--- config.mk ---
export PLATFORM = sky130hd
export DESIGN_NAME = ifmap_streamer
export DESIGN_NICKNAME = d
export VERILOG_FILES = /design/src/rtl/ifmap_streamer.sv
export SDC_FILE = /design/constraint.sdc
export NUM_CORES = 1
export LEC_CHECK = 0
export ABC_AREA = 0
export CORE_MARGIN = 5
export CORE_UTILIZATION = 50
export DETAILED_ROUTE_END_ITERATION = 10
export GPL_TIMING_DRIVEN = 0
export PLACE_DENSITY = 0.79
export SYNTH_ARGS = -nofsm -noshare
export SYNTH_HDL_FRONTEND = slang
export SYNTH_SLANG_ARGS = --single-unit
--- constraint.sdc ---
create_clock -name i_clk -period 5.4 [get_ports i_clk]
set_clock_uncertainty 0.2 [all_clocks]
set_input_delay 1.08 -clock i_clk [delete_from_list [all_inputs] [get_ports i_clk]]
set_output_delay 1.08 -clock i_clk [all_outputs]
set_load 0.01 [all_outputs]
--- src/rtl/ifmap_streamer.sv ---
// Streams ifmap planes from a 1-cycle-latency SRAM into the conv core in raster order,
// issuing one conv start per plane and waiting for the core's done between planes.
module ifmap_streamer #(
    parameter int DATA_WIDTH = 16,
    parameter int ADDR_WIDTH = 20
) (
    input  logic                  i_clk,
    input  logic                  i_rst,
    input  logic                  i_cmd_valid,
    output logic                  o_cmd_ready,
    input  logic [ADDR_WIDTH-1:0] i_base_addr,
    input  logic [8:0]            i_width,
    input  logic [8:0]            i_height,
    input  logic [9:0]            i_num_ch,
    output logic                  o_mem_en,
    output logic [ADDR_WIDTH-1:0] o_mem_addr,
    input  logic [DATA_WIDTH-1:0] i_mem_rdata,
    output logic                  o_conv_start,
    output logic [DATA_WIDTH-1:0] o_data,
    output logic                  o_valid,
    input  logic                  i_conv_done,
    output logic                  o_busy,
    output logic                  o_done,
    output logic [2:0]            o_state
);

    // Command handshake: a command is taken on any cycle where i_cmd_valid and
    // o_cmd_ready are both high; o_cmd_ready is high only while idle.
    typedef enum logic [2:0] {
        S_IDLE      = 3'd0,
        S_START     = 3'd1,
        S_STREAM    = 3'd2,
        S_WAIT_DONE = 3'd3,
        S_FINISH    = 3'd4
    } state_t;

    state_t                  state;
    state_t                  state_next;
    logic [ADDR_WIDTH-1:0]   addr_cnt;
    logic [17:0]             plane_pixels;
    logic [17:0]             pix_left;
    logic [9:0]              ch_left;
    logic                    accept;
    logic                    zero_cmd;
    logic                    mem_en;
    logic                    valid;

    assign accept   = i_cmd_valid && (state == S_IDLE);
    assign zero_cmd = (i_width == 9'd0) || (i_height == 9'd0) || (i_num_ch == 10'd0);

    always_comb begin
        state_next   = state;
        o_cmd_ready  = 1'b0;
        mem_en       = 1'b0;
        o_conv_start = 1'b0;
        valid        = 1'b0;
        o_busy       = 1'b1;
        o_done       = 1'b0;
        case (state)
            S_IDLE: begin
                o_cmd_ready = 1'b1;
                o_busy      = 1'b0;
                if (accept) begin
                    state_next = zero_cmd ? S_FINISH : S_START;
                end
            end
            S_START: begin
                o_conv_start = 1'b1;
                mem_en       = 1'b1;
                state_next   = S_STREAM;
            end
            S_STREAM: begin
                // pix_left counts reads still owed; at zero this is the last pixel.
                valid = 1'b1;
                if (pix_left != 18'd0) begin
                    mem_en = 1'b1;
                end else begin
                    state_next = S_WAIT_DONE;
                end
            end
            S_WAIT_DONE: begin
                if (i_conv_done) begin
                    state_next = (ch_left == 10'd1) ? S_FINISH : S_START;
                end
            end
            S_FINISH: begin
                o_done     = 1'b1;
                state_next = S_IDLE;
            end
            default: begin
                state_next = S_IDLE;
            end
        endcase
    end

    assign o_mem_en   = mem_en;
    assign o_mem_addr = mem_en ? addr_cnt : '0;
    assign o_valid    = valid;
    assign o_data     = valid ? i_mem_rdata : '0;
    assign o_state    = state;

    always_ff @(posedge i_clk) begin
        if (!i_rst) begin
            state        <= S_IDLE;
            addr_cnt     <= '0;
            plane_pixels <= '0;
            pix_left     <= '0;
            ch_left      <= '0;
        end else begin
            state <= state_next;
            if (accept) begin
                addr_cnt     <= i_base_addr;
                plane_pixels <= {9'd0, i_width} * {9'd0, i_height};
                ch_left      <= i_num_ch;
            end else if (mem_en) begin
                addr_cnt <= addr_cnt + 1'b1;
            end
            if (state == S_START) begin
                pix_left <= plane_pixels - 18'd1;
            end else if (state == S_STREAM && pix_left != 18'd0) begin
                pix_left <= pix_left - 18'd1;
            end
            if (state == S_WAIT_DONE && i_conv_done) begin
                ch_left <= ch_left - 10'd1;
            end
        end
    end

endmodule
==> summary.txt <==
Placed design
  – Hpwl dp: 15.17 mm
  – Pre-CTS setup slack: -0.5326 ns
  – Area post-placement: 7946 µm²
  – Port bufs: 97
  – Placer Congestion: 0.9839

Critical path
  – Crit path kind: in2reg
  – CP arrival: 5.27 ns
  – Worst setup path end: plane_pixels[15]
  – Worst Setup SP: i_height[5]
  – R2R Setup Slk: 1.45 ns
  – Nature of the critical path endpoint: register
  – Maximum fanout along the worst path: 10
  – Path depth of the worst reg2reg path: 13
  – Reg2reg end: pix_left[16]
  – Reg-to-Reg Start: o_state[1]
  – Worst path required time: 5.42 ns
  – Setup crit start kind: input pin

STA
  – Setup tns final: 0 ns
  – Final setup margin: 0.1540 ns
  – Tmin final: 5.246 ns
  – Relative slew slack: 46.33%
  – Slew Viols, Final: 0
  – Worst slew pin tran: 0.7939 ns
  – Hold Fails Final Rpt: 0
  – Final period util: 97.15%
  – Fmax: 190.6 MHz
  – Final setup viols: 0

Job
  – MaxCap Viol Count: 0

Final layout
  – Final Net Count: 1124
  – Area Overhead vs Synth: 22.87%
  – Filler cell count: 1165
  – Post-layout instance area: 8300 µm²
  – # diodes: 0
  – Fin util: 62.68%
  – Share of cells above drive strength 1: 5.366%

Detailed routing
  – Initial drt markers: 558
  – Initial DRT Pass Iterations: 6
  – Final WL: 19.59 mm
  – Vias/cell: 5.837
  – Drt drc: 0
  – Total number of vias: 6683
  – Antenna viol nets, final: 0
  – Routed WL per cell: 17.11 µm

Yosys
  – Syn. warnings: 0
  – Top_reg_cell synth: dfxtp_1
  – Post-synth top area cell: dfxtp_1
  – Post-synth EDFFs: 0
  – Mean Syn Cell Area: 7.892 µm²
  – Syn_nets: 1016
  – Distinct cells, synth: 71
  – Post-synthesis sequential area ratio: 20.45%
  – Yosys top cell area share: 20.45%
  – Yosys reg bits: 69
  – Synthesized area: 6755 µm²
  – Syn Inst Count: 856
  – Async SR Flop Fraction: 0%
  – Top cells by area, synth: dfxtp_1, fa_1, ha_1

GRT
  – GRT Total Usage: 24.26%
  – First-pass GRT wire length: 32.17 mm
  – Vias in the first global route: 6485
  – Largest net degree at the start of global routing: 12
  – Initial antenna violation count: 0
  – Total congestion overflow: 0

CTS
  – CTS resizes: 6
  – Clock Tree Root: clkbuf_16
  – H-tree depth: 3
  – CTS tree: done
  – Max Root-Sink Buffers: 2
  – Clock transition at path regs: 0.06 ns
  – Clock Sinks: 69
  – CTS Buf Count: 9
  – Hold buffer count at cts: 0
  – Worst skew pair latency: 0.34 ns
  – Setup Fix Bufs, Post-CTS: 0

Floorplan
  – Io pins: 113
  – Initial Util: 51.01%
  – Die area: 15940 µm²
  – Num rows: 42
  – Core ar.: 13240 µm²
  – Die W: 126.2 µm
  – Die H: 126.2 µm

Pwr
  – Peak VDD IR: 0.2275 mV
  – Pwr/cell area: 467.7 nW/µm²
  – P_leak: 3.516 nW

Outcome
  – Status: finished clean

Worst hold path
  – Worst Hold Class: reg2reg
synthesized netlist by cell type, drive strengths merged, types with 5 or more instances:
library cell  instances
nor3                 29
o211ai               15
nand3b                5
xnor2                16
nand2                84
ha                   42
a211oi               15
clkbuf               40
fa                   50
xor2                 12
inv                  87
nand2b                5
mux2i                 8
dfxtp                69
o22ai                 7
o21ai                34
a2111oi               6
buf                  11
a21oi                60
nor2                 47
and3                  8
nand4                 9
nor4                 11
nand3                30
and2                 82
a311oi                6
a21o                  7
metrics by stage:
step	power [W]	hold slack [ns]	std cells
global placement	0.003115	0.2573	1129
CTS	0.003846	0.2871	1145
finish	0.003882	0.2895	1145
floorplan	0.002517	0.2449	856
detailed placement	0.003174	0.2753	1129
global route	0.004202	0.3048	1145
layout make-up:
cell class                 count  area, µm²  share of cell area (%)
clock inverter                 3      67.56                  0.8140
inverter                      88      332.8                   4.010
buffer                        51      229.0                   2.759
tap                          176      220.2                   2.653
multi-input combinational    648       4842                   58.34
timing repair buffer          97      967.2                   11.65
clock buffer                  13      260.3                   3.135
sequential                    69       1381                   16.64
worst max-delay path: stages:
cell             delay [ns]
clkdlybuf4s15_1        0.33
and2_1                 0.24
fa_1                   0.45
fa_1                   0.54
inv_1                  0.05
fa_1                   0.46
fa_1                   0.54
inv_1                  0.04
ha_1                   0.36
a21o_1                 0.21
a21oi_2                0.20
a21oi_2                0.11
o211ai_1               0.26
a2111oi_2              0.11
a311o_1                0.28
layer usage:
layer	vias to the layer above	routed length, µm	global-route usage (%)
li1	3173	-	-
met1	3132	8141	31.24
met2	324	9495	41.50
met3	54	1402	3.387
met4	0	554	8.896
met5	-	0	0
how the worst min path moves through the flow:
| stage | start | end | cells after the start |
|---|---|---|---|
| finish | ch_left[9] | ch_left[9] | 1 |
| global route | ch_left[8] | ch_left[8] | 1 |
| CTS | ch_left[9] | ch_left[9] | 1 |
| detailed placement | ch_left[9] | ch_left[9] | 1 |
| global placement | pix_left[0] | pix_left[0] | 2 |
| floorplan | pix_left[0] | pix_left[0] | 2 |
power breakdown:
part	switching, W	internal, W	total, W	leakage (nW)
Sequential	0.000190	0.000669	0.000858	0.567
Combinational	0.00138	0.000996	0.00237	2.79
Clock	0.000219	0.000430	0.000649	0.156
Total	0.00179	0.00209	0.00388	3.52
cell usage in the layout, fill, tap and decap left out, types with 30 or more instances in the layout:
cell type | netlist | layout
clkdlybuf4s50_1 | 0 | 93
inv_1 | 85 | 85
nand2_1 | 84 | 84
and2_1 | 81 | 81
dfxtp_1 | 69 | 69
a21oi_1 | 59 | 57
fa_1 | 50 | 50
nor2_1 | 46 | 46
ha_1 | 42 | 42
nand3_1 | 30 | 30
o21ai_0 | 31 | 30
flip-flops by register name (all words and copies together) (netlist names):
signal / cells
ch_left: 10
addr_cnt: 20
pix_left: 18
o_state: 3
plane_pixels: 18
cell families after synthesis:
family | Yosys count | share of synthesized area (%)
simple gates | 329 | 25.43
compound gates | 191 | 18.63
buf+inv | 139 | 8.076
fa+ha+maj | 92 | 22.60
flops | 69 | 20.45
xor+xnor | 28 | 3.630
mux | 8 | 1.185
No activity file was read; power rests on OpenSTA's default activity.
==> patch, RTL diff (same settings) <==
The parameter `ADDR_WIDTH` goes from 20 to 10.
--- a/src/rtl/ifmap_streamer.sv
+++ b/src/rtl/ifmap_streamer.sv
@@ -4,3 +4,3 @@
     parameter int DATA_WIDTH = 16,
-    parameter int ADDR_WIDTH = 20
+    parameter int ADDR_WIDTH = 10
 ) (
Interface: changed (resized i_base_addr and o_mem_addr); port bits go from 113 to 93. No check against the original RTL was run, so the function may have changed too.
==> patch against the original RTL <==
  * Cell area fell by 8.2%
  * Synthesized area fell by 6.3%
  * Sequential cell count fell by 10
  * Worst setup slack improved by 51 ps
  * Maximum frequency rose by 0.97%
  * Total power fell by 11%
  * Wire length fell by 12%
  * Die area fell by 5.8%
  * Largest cell class unchanged
==> patch: results (changes against the original RTL) <==
Finish:
- The proportion of layout cells with a drive suffix above 1 is 6.38% (+1.0 points).
- The largest registers in the layout are pix_left: 18 flops, plane_pixels: 18 flops.
- The layout net count is 1038 (-7.7%).

STA:
- The worst slew margin relative to its limit is 25.2% (-21 points).
- The minimum period implied by the final worst setup slack is 5200 ps (-50.6 ps).

Status:
- The run finished with clean final reports.

Yosys:
- The sequential-to-total area share from yosys stat is 18.7% (-1.8 points).
- The synthesized netlist net count is 954 (-6.1%).
- Ranked by total cell area, the synthesized netlist is headed by dfxtp_1, fa_1, ha_1, and2_1, inv_1.
- The count of cell types in the netlist is 70 (-1.4%).
- After synthesis, the most frequently instantiated cells are inv_1, nand2_1, and2_1.

Global route:
- The first-pass GRT wire length is 28600 um (-11%).
- The number of global-route vias before repair came to 5859 (-9.7%).

Placement:
- The count of port buffers added during placement was 74 (-24%).
- The global placement routability congestion is 0.946 (-3.9%).
- The HPWL reported at the end of detailed placement is 13600 um (-10%).

Drt:
- The detailed router's first-iteration violation count is 431 (-23%).
- The routed wire length on met2 is 8210 um (-14%).
- The met3 wirelength from detailed routing is 1210 um (-13%).
- The met1 wire length came to 7410 um (-9.0%).
- The count of vias placed by the detailed router is 6192 (-7.3%).
- The count of TritonRoute iterations in the first routing pass was 5 (-1).
- The detailed-route wire length was 17200 um (-12%).

Critical path:
- The worst reg-to-reg setup slack was 1580 ps (+130 ps).
- In this run the critical register-to-register path is launched from o_state[2].

Pwr:
- The total leakage power is 3.26 nW (-7.3%).
- The worst supply voltage drop on vdd is 0.213 mV (-6.3%).

Min path:
- The worst hold path begins at addr_cnt[9].
## patch: where the power goes
part	switching [mW]	internal (mW)	leakage, nW
combinational	1.28	0.890	2.63
clock	0.212	0.369	0.148
sequential	0.147	0.566	0.485
total	1.64	1.83	3.26
## patch: final cells by class
| cell class | count | area share (%) |
|---|---|---|
| well taps | 172 | 2.82 |
| flip-flops and latches | 59 | 15.5 |
| inverters | 89 | 4.38 |
| plain buffers | 50 | 3.02 |
| clock buffers | 10 | 3.14 |
| repair buffers | 74 | 9.72 |
| clock inverters | 6 | 0.854 |
| multi-input cells | 605 | 60.6 |
## patch: worst min path at each step
| stage | end | slack, ps | cells after the start |
|---|---|---|---|
| after floorplan | addr_cnt[9] | 230 | 1 |
| after global placement | addr_cnt[9] | 250 | 1 |
| after detailed placement | addr_cnt[9] | 250 | 1 |
| after CTS | addr_cnt[9] | 270 | 1 |
| after global routing | addr_cnt[9] | 280 | 1 |
| final | addr_cnt[9] | 270 | 1 |
## patch: cell families (layout without fill, tap and decap cells)
logic type | after synthesis | count (layout) | share of synthesized area, %
buffers and inverters | 140 | 229 | 8.64
AND/OR/NAND/NOR | 323 | 323 | 27.0
AO/OA/AOI/OAI | 169 | 169 | 18.4
XOR/XNOR | 10 | 10 | 1.38
adder cells (fa/ha/maj) | 92 | 92 | 24.1
multiplexers | 11 | 11 | 1.76
flip-flops | 59 | 59 | 18.7
## patch: metal layers
layer,vias to the layer above,global-route usage [%]
li1,2981,-
met1,2959,31.5
met2,220,39.4
met3,32,3.46
met4,0,7.00
met5,-,0
## patch: stage by stage
step | TNS (ps) | cell area [sq um] | instances
after floorplan | 0 | 6330 | 804
after global placement | -1100 | 7290 | 1050
after detailed placement | -1260 | 7290 | 1050
after CTS | 0 | 7600 | 1066
after global routing | 0 | 7620 | 1065
final | 0 | 7620 | 1065
